## src/rtl/sunflower_pkg.sv

```systemverilog
// Shared types and helpers for the sunflower sweep datapath.
package sunflower_pkg;

  localparam int DATA_W_DEF = 12;

  typedef enum logic [2:0] {
    ST_IDLE,
    ST_SETTLE,
    ST_ACCUM,
    ST_COMPARE,
    ST_STEP,
    ST_DONE
  } sweep_state_e;

  // Ceiling log2, never less than 1 so derived widths stay legal.
  function automatic int clog2(input int n);
    int r;
    int v;
    r = 0;
    v = n - 1;
    while (v > 0) begin
      r++;
      v = v >> 1;
    end
    return (r == 0) ? 1 : r;
  endfunction

endpackage

```

## src/rtl/pos_averager.sv

```systemverilog
// Accumulates 2^AVG_LOG2 samples for one sweep position and exposes the
// truncated mean. avg_ready flags the cycle the final sample is taken, so the
// mean is valid on avg from the following cycle onward.
module pos_averager
  import sunflower_pkg::*;
#(
  parameter int DATA_W   = DATA_W_DEF,
  parameter int AVG_LOG2 = 2
)(
  input  logic              clk,
  input  logic              reset,
  input  logic              clear,
  input  logic              sample_valid,
  input  logic [DATA_W-1:0] sample_data,
  output logic [DATA_W-1:0] avg,
  output logic              avg_ready
);

  localparam int ACC_W = DATA_W + AVG_LOG2;
  // One spare bit so the count is never zero-width when AVG_LOG2 == 0.
  localparam int CNT_W = AVG_LOG2 + 1;
  localparam logic [CNT_W-1:0] LAST_CNT = CNT_W'((2 ** AVG_LOG2) - 1);

  logic [ACC_W-1:0] acc;
  logic [CNT_W-1:0] cnt;

  // Running sum and sample count; clear wins over a coincident sample.
  always_ff @(posedge clk or posedge reset) begin
    if (reset) begin
      acc <= '0;
      cnt <= '0;
    end else if (clear) begin
      acc <= '0;
      cnt <= '0;
    end else if (sample_valid) begin
      acc <= acc + ACC_W'(sample_data);
      cnt <= cnt + CNT_W'(1);
    end
  end

  // Divide by the sample count is a plain drop of the low bits.
  always_comb begin
    avg       = acc[ACC_W-1:AVG_LOG2];
    avg_ready = sample_valid && !clear && (cnt == LAST_CNT);
  end

endmodule

```

## src/rtl/sweep_peak_tracker.sv

```systemverilog
// Steps the panel through N_POS positions, averages the ADC at each one after
// a settle delay and keeps the largest average together with its position.
module sweep_peak_tracker
  import sunflower_pkg::*;
#(
  parameter int DATA_W     = DATA_W_DEF,
  parameter int N_POS      = 16,
  parameter int AVG_LOG2   = 2,
  parameter int SETTLE_CYC = 1000,
  localparam int INDEX_W   = clog2(N_POS)
)(
  input  logic               clk,
  input  logic               reset,
  input  logic               start,
  input  logic               abort,
  input  logic               sample_valid,
  input  logic [DATA_W-1:0]  sample_data,
  output logic               step_req,
  input  logic               step_ack,
  output logic               busy,
  output logic [INDEX_W-1:0] pos,
  output logic [DATA_W-1:0]  peak_value,
  output logic [INDEX_W-1:0] peak_index,
  output logic               peak_valid,
  output logic               done
);

  localparam int SW = clog2(SETTLE_CYC + 1);
  localparam logic [SW-1:0]      SETTLE_LOAD = SW'(SETTLE_CYC);
  localparam logic [INDEX_W-1:0] LAST_POS    = INDEX_W'(N_POS - 1);

  sweep_state_e      state, state_nxt;
  logic [SW-1:0]     settle_cnt;
  logic [DATA_W-1:0] avg;
  logic              avg_ready;
  logic              acc_clear;
  logic              acc_valid;
  logic              go;
  logic              cancel;

  // Start is honoured only from IDLE and loses to a simultaneous abort.
  assign go     = (state == ST_IDLE) && start && !abort;
  assign cancel = (state != ST_IDLE) && abort;

  // The averager restarts while the panel settles and only listens in ACCUM.
  assign acc_clear = (state == ST_SETTLE);
  assign acc_valid = sample_valid && (state == ST_ACCUM);

  pos_averager #(
    .DATA_W   (DATA_W),
    .AVG_LOG2 (AVG_LOG2)
  ) u_avg (
    .clk          (clk),
    .reset        (reset),
    .clear        (acc_clear),
    .sample_valid (acc_valid),
    .sample_data  (sample_data),
    .avg          (avg),
    .avg_ready    (avg_ready)
  );

  // State register.
  always_ff @(posedge clk or posedge reset) begin
    if (reset) state <= ST_IDLE;
    else       state <= state_nxt;
  end

  // Next-state and Moore outputs; abort overrides every non-IDLE transition.
  always_comb begin
    state_nxt = state;
    step_req  = 1'b0;
    busy      = 1'b1;
    done      = 1'b0;
    case (state)
      ST_IDLE: begin
        busy = 1'b0;
        if (go) state_nxt = ST_SETTLE;
      end
      ST_SETTLE:  if (settle_cnt == SW'(1)) state_nxt = ST_ACCUM;
      ST_ACCUM:   if (avg_ready) state_nxt = ST_COMPARE;
      ST_COMPARE: state_nxt = (pos == LAST_POS) ? ST_DONE : ST_STEP;
      ST_STEP: begin
        step_req = 1'b1;
        if (step_ack) state_nxt = ST_SETTLE;
      end
      ST_DONE: begin
        done      = 1'b1;
        state_nxt = ST_IDLE;
      end
      default: state_nxt = ST_IDLE;
    endcase
    if (cancel) state_nxt = ST_IDLE;
  end

  // Settle counter, position, and peak tracking.
  always_ff @(posedge clk or posedge reset) begin
    if (reset) begin
      settle_cnt <= '0;
      pos        <= '0;
      peak_value <= '0;
      peak_index <= '0;
      peak_valid <= 1'b0;
    end else if (cancel) begin
      // Partial peak stays visible after an abort; only the valid flag drops.
      peak_valid <= 1'b0;
    end else begin
      case (state)
        ST_IDLE: if (go) begin
          settle_cnt <= SETTLE_LOAD;
          pos        <= '0;
          peak_value <= '0;
          peak_index <= '0;
          peak_valid <= 1'b0;
        end
        ST_SETTLE: settle_cnt <= settle_cnt - SW'(1);
        // Strict compare so ties keep the earliest position.
        ST_COMPARE: if (avg > peak_value) begin
          peak_value <= avg;
          peak_index <= pos;
        end
        ST_STEP: if (step_ack) begin
          pos        <= pos + INDEX_W'(1);
          settle_cnt <= SETTLE_LOAD;
        end
        ST_DONE: peak_valid <= 1'b1;
        default: ;
      endcase
    end
  end

endmodule

```

## config.mk

```make
export PLATFORM = sky130hd
export DESIGN_NAME = sweep_peak_tracker
export DESIGN_NICKNAME = d
export VERILOG_FILES = /design/src/rtl/sunflower_pkg.sv /design/src/rtl/pos_averager.sv /design/src/rtl/sweep_peak_tracker.sv
export SDC_FILE = /design/constraint.sdc
export NUM_CORES = 1
export LEC_CHECK = 0
export CORE_MARGIN = 2
export CORE_UTILIZATION = 35
export DETAILED_ROUTE_END_ITERATION = 8
export PLACE_DENSITY_LB_ADDON = 0.12
export SLEW_MARGIN = 20
export SYNTH_ARGS = -nofsm -noshare
export SYNTH_HDL_FRONTEND = slang
export SYNTH_HIERARCHICAL = 1
export SYNTH_SLANG_ARGS = --single-unit
```

## constraint.sdc

```tcl
create_clock -name clk -period 2.62 [get_ports clk]
set_clock_uncertainty 0.1 [all_clocks]
set_input_delay 0.655 -clock clk [delete_from_list [all_inputs] [get_ports clk]]
set_output_delay 0.655 -clock clk [all_outputs]
set_load 0.02 [all_outputs]
```

-- Word-level counts from Yosys, hierarchy flattened
Index checks and enable logic that the tools add are counted.
- register bits after elaboration: 51
- reductions and logical operators: 20
- $add $sub $neg: 4
- magnitude comparators: 1
- equal/unequal tests: 15
- muxes and demuxes: 28
- bitwise logic cells: 1
- operators by type and width (kind ; count):
    $pmux 10 s3 ; 1
    $mux 14 ; 2
    $mux 12 ; 2
    $pmux 12 s2 ; 1
    $mux 3 ; 7
    $mux 10 ; 2
    $pmux 4 s2 ; 2
    $reduce_and 4->1 ; 4
    $pmux 3 s5 ; 1
    $add 14x12->14 ; 1
    $gt 12x12->1 ; 1
    $mux 4 ; 3
    $ne 3x3->1 const B ; 4
    $eq 10x1->1 const B ; 1
    $sub 10x1->10 const B ; 1
    $eq 3x2->1 const B ; 3
    $reduce_bool 3->1 ; 3
    $eq 3x3->1 const B ; 2
    $logic_and 1x1->1 ; 6
    $mux 1 ; 6
    $ne 2x2->1 const B ; 3
    $reduce_bool 2->1 ; 3
    $add 4x1->4 const B ; 1
    $eq 4x4->1 const B ; 1
    other kinds (7) ; 8

-- Longest topological paths before layout
- depth in word-level cells: 7
- mapped depth: 9
- mapped depth without buffers: 9

-- Modules after synthesis
The synthesis kept the hierarchy.
- modules (own cells, without submodules) (module ; area an instance (um^2) ; times used ; cells an instance ; seq. area each (um^2)):
    sweep_peak_tracker ; 2575.0 ; 1 ; 325 ; 850.8
    pos_averager ; 1341.3 ; 1 ; 143 ; 425.4

-- Worst setup path before layout
OpenSTA, ideal clock, no wires.
- path type: input-to-reg
- from: input sample_data[0]
- to: register u_avg.acc[12]
- setup slack: 0.174 ns
- required time: 2.392 ns
- arrival time: 2.218 ns
- library setup time: 0.128 ns
- path buffers: 0
- cell stages on the path: 9
- cell sequence: ha_1 inv_1 fa_1 nor2b_1 o21ai_0 a21oi_1 o211ai_2 o21ai_1 mux2_1
- longest elaborated chain between the ends: 3
- ends and longest elaborated chain (element ; RTL line ; text):
    start: declaration ; sweep_peak_tracker.sv:17 ; input logic [DATA_W-1:0] sample_data,
    $add 14x12->14 ; pos_averager.sv:36 ; acc <= acc + ACC_W'(sample_data);
    $mux 14 ; pos_averager.sv:35 ; end else if (sample_valid) begin
    $mux 14 ; pos_averager.sv:32 ; end else if (clear) begin
    end signal: assignment ; pos_averager.sv:36 ;
    end: declaration ; pos_averager.sv:24 ; logic [ACC_W-1:0] acc;
No other way between the ends. The select of a mux whose other input is x is not followed.
A chain may end at the register's enable or synchronous reset.

-- Final worst setup path
- from: register state[0]
- to: output busy
- longest elaborated chain between the ends: 2
- ends and longest elaborated chain (element ; RTL line ; text):
    start: declaration ; sweep_peak_tracker.sv:32 ; sweep_state_e state, state_nxt;
    start signal: assignment ; sweep_peak_tracker.sv:65 ; else state <= state_nxt;
    $logic_not 3->1 ; sweep_peak_tracker.sv:74 ; case (state)
    $mux 1 ; sweep_peak_tracker.sv:74 ;
    end: declaration ; sweep_peak_tracker.sv:20 ; output logic busy,
No other way between the ends.

==> out/results.tsv <==
stage	metric	value	unit
status	status	completed	
clock_network	numCtsBuffers	5	
synthesis	synth_top_area_share	32.6	%
global_route	grt_max_degree	35	
layout	instances_no_fill	660	
routing	detail_route.wirelength	9580	um
synthesis	synth_top_family_by_area	simple AND/OR/NAND/NOR gates	
place	hpwl	7210	um
timing	drv_slew	0	
worst_setup_path	endpoint_kind	output port	
floorplanning	die_area	12100	sq um
layout	syn_to_final_growth	20.0	%
worst_setup_path	worstRegToRegCells	8	
global_route	grt_usage	17.3	%
clock_network	postCtsSetupBuffers	0	
worst_setup_path	worstPathArrival	1770	ps
synthesis	yosysMostFrequentCell	nor2_1	
clock_network	htree_num_levels	2	
synthesis	yosysUniqueCellTypes	64	
layout	postLayoutCoreUtil	43.2	%
synthesis	synth-adder-area-share	9.78	%
timing	slew_headroom	55.5	%
routing	vias	3378	
timing	min_period_over_period	96.4	%
worst_setup_path	critical_path.cell_chain	nor3_1 > inv_1 > clkdlybuf4s50_1	
synthesis	syn_inst	468	
floorplanning	coreArea	10900	sq um
worst_setup_path	crit_buf_inv	2	
clock_network	clkLatencyLatePin	320	ps
synthesis	syn_area	3920	sq um
global_route	antenna_found_initial	0	
layout	n_antenna_cell	0	
routing	via_per_inst	5.12	
global_route	grt_pass1_vias	3261	
synthesis	ys.warnings.count	6	
synthesis	async_flop_share	100	%
clock_network	cts_hold_buf	0	
synthesis	synthTopCellsByCount	nor2_1, dfrtp_1, nand3_1	
timing	finalHoldViolCount	0	
timing	worst_pin_slew	667	ps
synthesis	synth-simple-area-share	26.0	%
global_route	grt_overflow	0	
synthesis	synth_compound_area_share	17.9	%
layout	post_route_cells_drive_above_1_share	15.0	%
clock_network	cts.path.max_buffers	2	
timing	fmax	396	MHz
timing	setup_ws	93.7	ps
hold_path	worstHoldPathType	flop to flop	
clock_network	path_clk_slew	100	ps
synthesis	ys_ff_latch	51	
worst_setup_path	slowest_stage	clkdlybuf4s50_1	
routing	drt_first_pass_iters	4	
timing	hold_ws	426	ps
routing	initialDrtViolationCount	126	
worst_setup_path	crit_path_start_kind	flop	
timing	layout_min_cycle_time	2530	ps
synthesis	synthMuxAreaShare	2.40	%
worst_setup_path	critPathMaxFanout	9	
synthesis	synth_xor_area_share	3.80	%
routing	avgRoutedWirePerCell	14.5	um
synthesis	synth_top_flop_cell	dfrtp_1	
layout	n_fill_cell	1111	
timing	rsz0062_at_grt	no	
floorplanning	rows	38	
flow_run	drv_cap	0	
power	ir_drop	314	uV
place	dpl.cell_count	652	
floorplanning	die_w	110	um
worst_setup_path	slowest_delay	540	ps
worst_setup_path	crit_cells	3	
layout	regArea	1280	sq um
synthesis	syn_area_per_cell	8.37	sq um
layout	multi_input_area	2380	sq um
routing	drc_errors	0	
floorplanning	start_util	36.0	%
place	place_congestion	0.801	
routing	drtAntennaViolNets	0	
worst_setup_path	crit_type	flop to output port	
timing	setup_viol	0	
power	power_leakage	0.00220	uW
clock_network	root_buffer	clkbuf_8	
timing	totalNegativeSetupSlack	0	ps
global_route	grt_first_pass_wirelength	16200	um
worst_setup_path	crit_family	buffers and inverters	
hold_path	hold_path_depth	2	
synthesis	synth_top_cell_by_area	dfrtp_1	
place	pre_cts_ws	-530	ps
power	p_per_area	792	nW/um^2
synthesis	seq_area_frac_synth	32.6	%
synthesis	synth-edff-count	0	
layout	layout.nets	567	
floorplanning	io_pins	42	
clock_network	cts_tree	done	
worst_setup_path	critPathRequiredTime	1870	ps
floorplanning	die_h	110	um
place	port_buffers	41	
synthesis	synth_nets	516	
synthesis	synthTopCellsByArea	dfrtp_1, ha_1, nor2_1	
clock_network	cts_sinks	51	
==> through the flow <==
stage          cell area (sq um)  total power [uW]
2_1_floorplan               3920              2660
3_3_place_gp                4590              3210
3_5_place_dp                4590              3260
4_1_cts                     4680              3760
5_1_grt                     4700              4080
6_report                    4700              3720
==> cells by family after synthesis <==
family / after synthesis
AND/OR/NAND/NOR: 201
AO/OA/AOI/OAI: 101
buffers and inverters: 59
flip-flops: 51
adder cells (fa/ha/maj): 30
XOR/XNOR: 17
multiplexers: 9
==> layer usage <==
metal	global-route usage (%)	share of wire [%]	vias up
met2	27.0	45	71
met5	0	0	-
met4	4.52	1.1	0
met1	24.8	50	1569
met3	2.61	4.0	6
li1	-	-	1732
==> sequential cells by signal, indices dropped and copies added (netlist names) <==
register    count
u_avg/acc      14
peak_value     12
settle_cnt     10
peak_index      4
pos             4
state           3
u_avg/cnt       3
peak_valid      1
==> worst reg2reg max path, delay by kind of cell, from the launching register on <==
family	cells	cell delay, ps
buffers and inverters	2	370
adder cells (fa/ha/maj)	1	290
AO/OA/AOI/OAI	3	750
flip-flops	1	470
AND/OR/NAND/NOR	2	220
==> path summary, 6_finish.rpt <==
check                                          start                         to  slack [ps]
setup reg to reg           peak_value[1]$_DFFE_PP0P_  peak_value[6]$_DFFE_PP0P_         360
setup / recovery                state[0]$_DFFE_PP0P_                       busy          90
hold reg to reg            settle_cnt[8]$_DFFE_PP0P_  settle_cnt[8]$_DFFE_PP0P_         430
max in group asynchronous                      reset  u_avg/acc[13]$_DFFE_PP0P_        1330
min in group asynchronous                      reset   u_avg/cnt[1]$_DFFE_PP0P_         640
hold / removal             settle_cnt[8]$_DFFE_PP0P_  settle_cnt[8]$_DFFE_PP0P_         430
==> repair_timing <==
| action | 4_1_cts | 5_1_grt |
|---|---|---|
| pin swaps | 2 | 6 |
| resized for setup | 7 | 5 |
| setup endpoints to repair | 3 | 2 |
==> power breakdown <==
group | total, uW | switching (uW) | internal [uW]
clock network | 467 | 280 | 187
logic | 2030 | 1100 | 934
registers | 1230 | 252 | 975
total | 3720 | 1630 | 2100
==> placed cells by master, fill, tap and decap left out, types with 6 or more instances in the layout <==
cell type	instances
nor2_1	58
o211ai_1	18
buf_4	37
nor2b_1	7
ha_1	28
dfrtp_1	50
o21ai_0	12
nor3_1	7
and2_1	17
xnor2_1	10
nand2b_1	6
mux2i_1	6
xor2_1	7
a21o_1	8
nand3_1	38
nand2_1	33
clkdlybuf4s50_1	39
nand2_2	10
a21oi_1	29
inv_1	24
==> final cells by class <==
| type | count | share of cell area (%) |
|---|---|---|
| clock inverter | 2 | 0.266 |
| tap | 140 | 3.73 |
| clock buffer | 6 | 1.54 |
| inverter | 25 | 2.00 |
| sequential | 51 | 27.2 |
| timing repair buffer | 78 | 14.7 |
| multi-input combinational | 358 | 50.6 |
(Power assumes the default switching activity.)
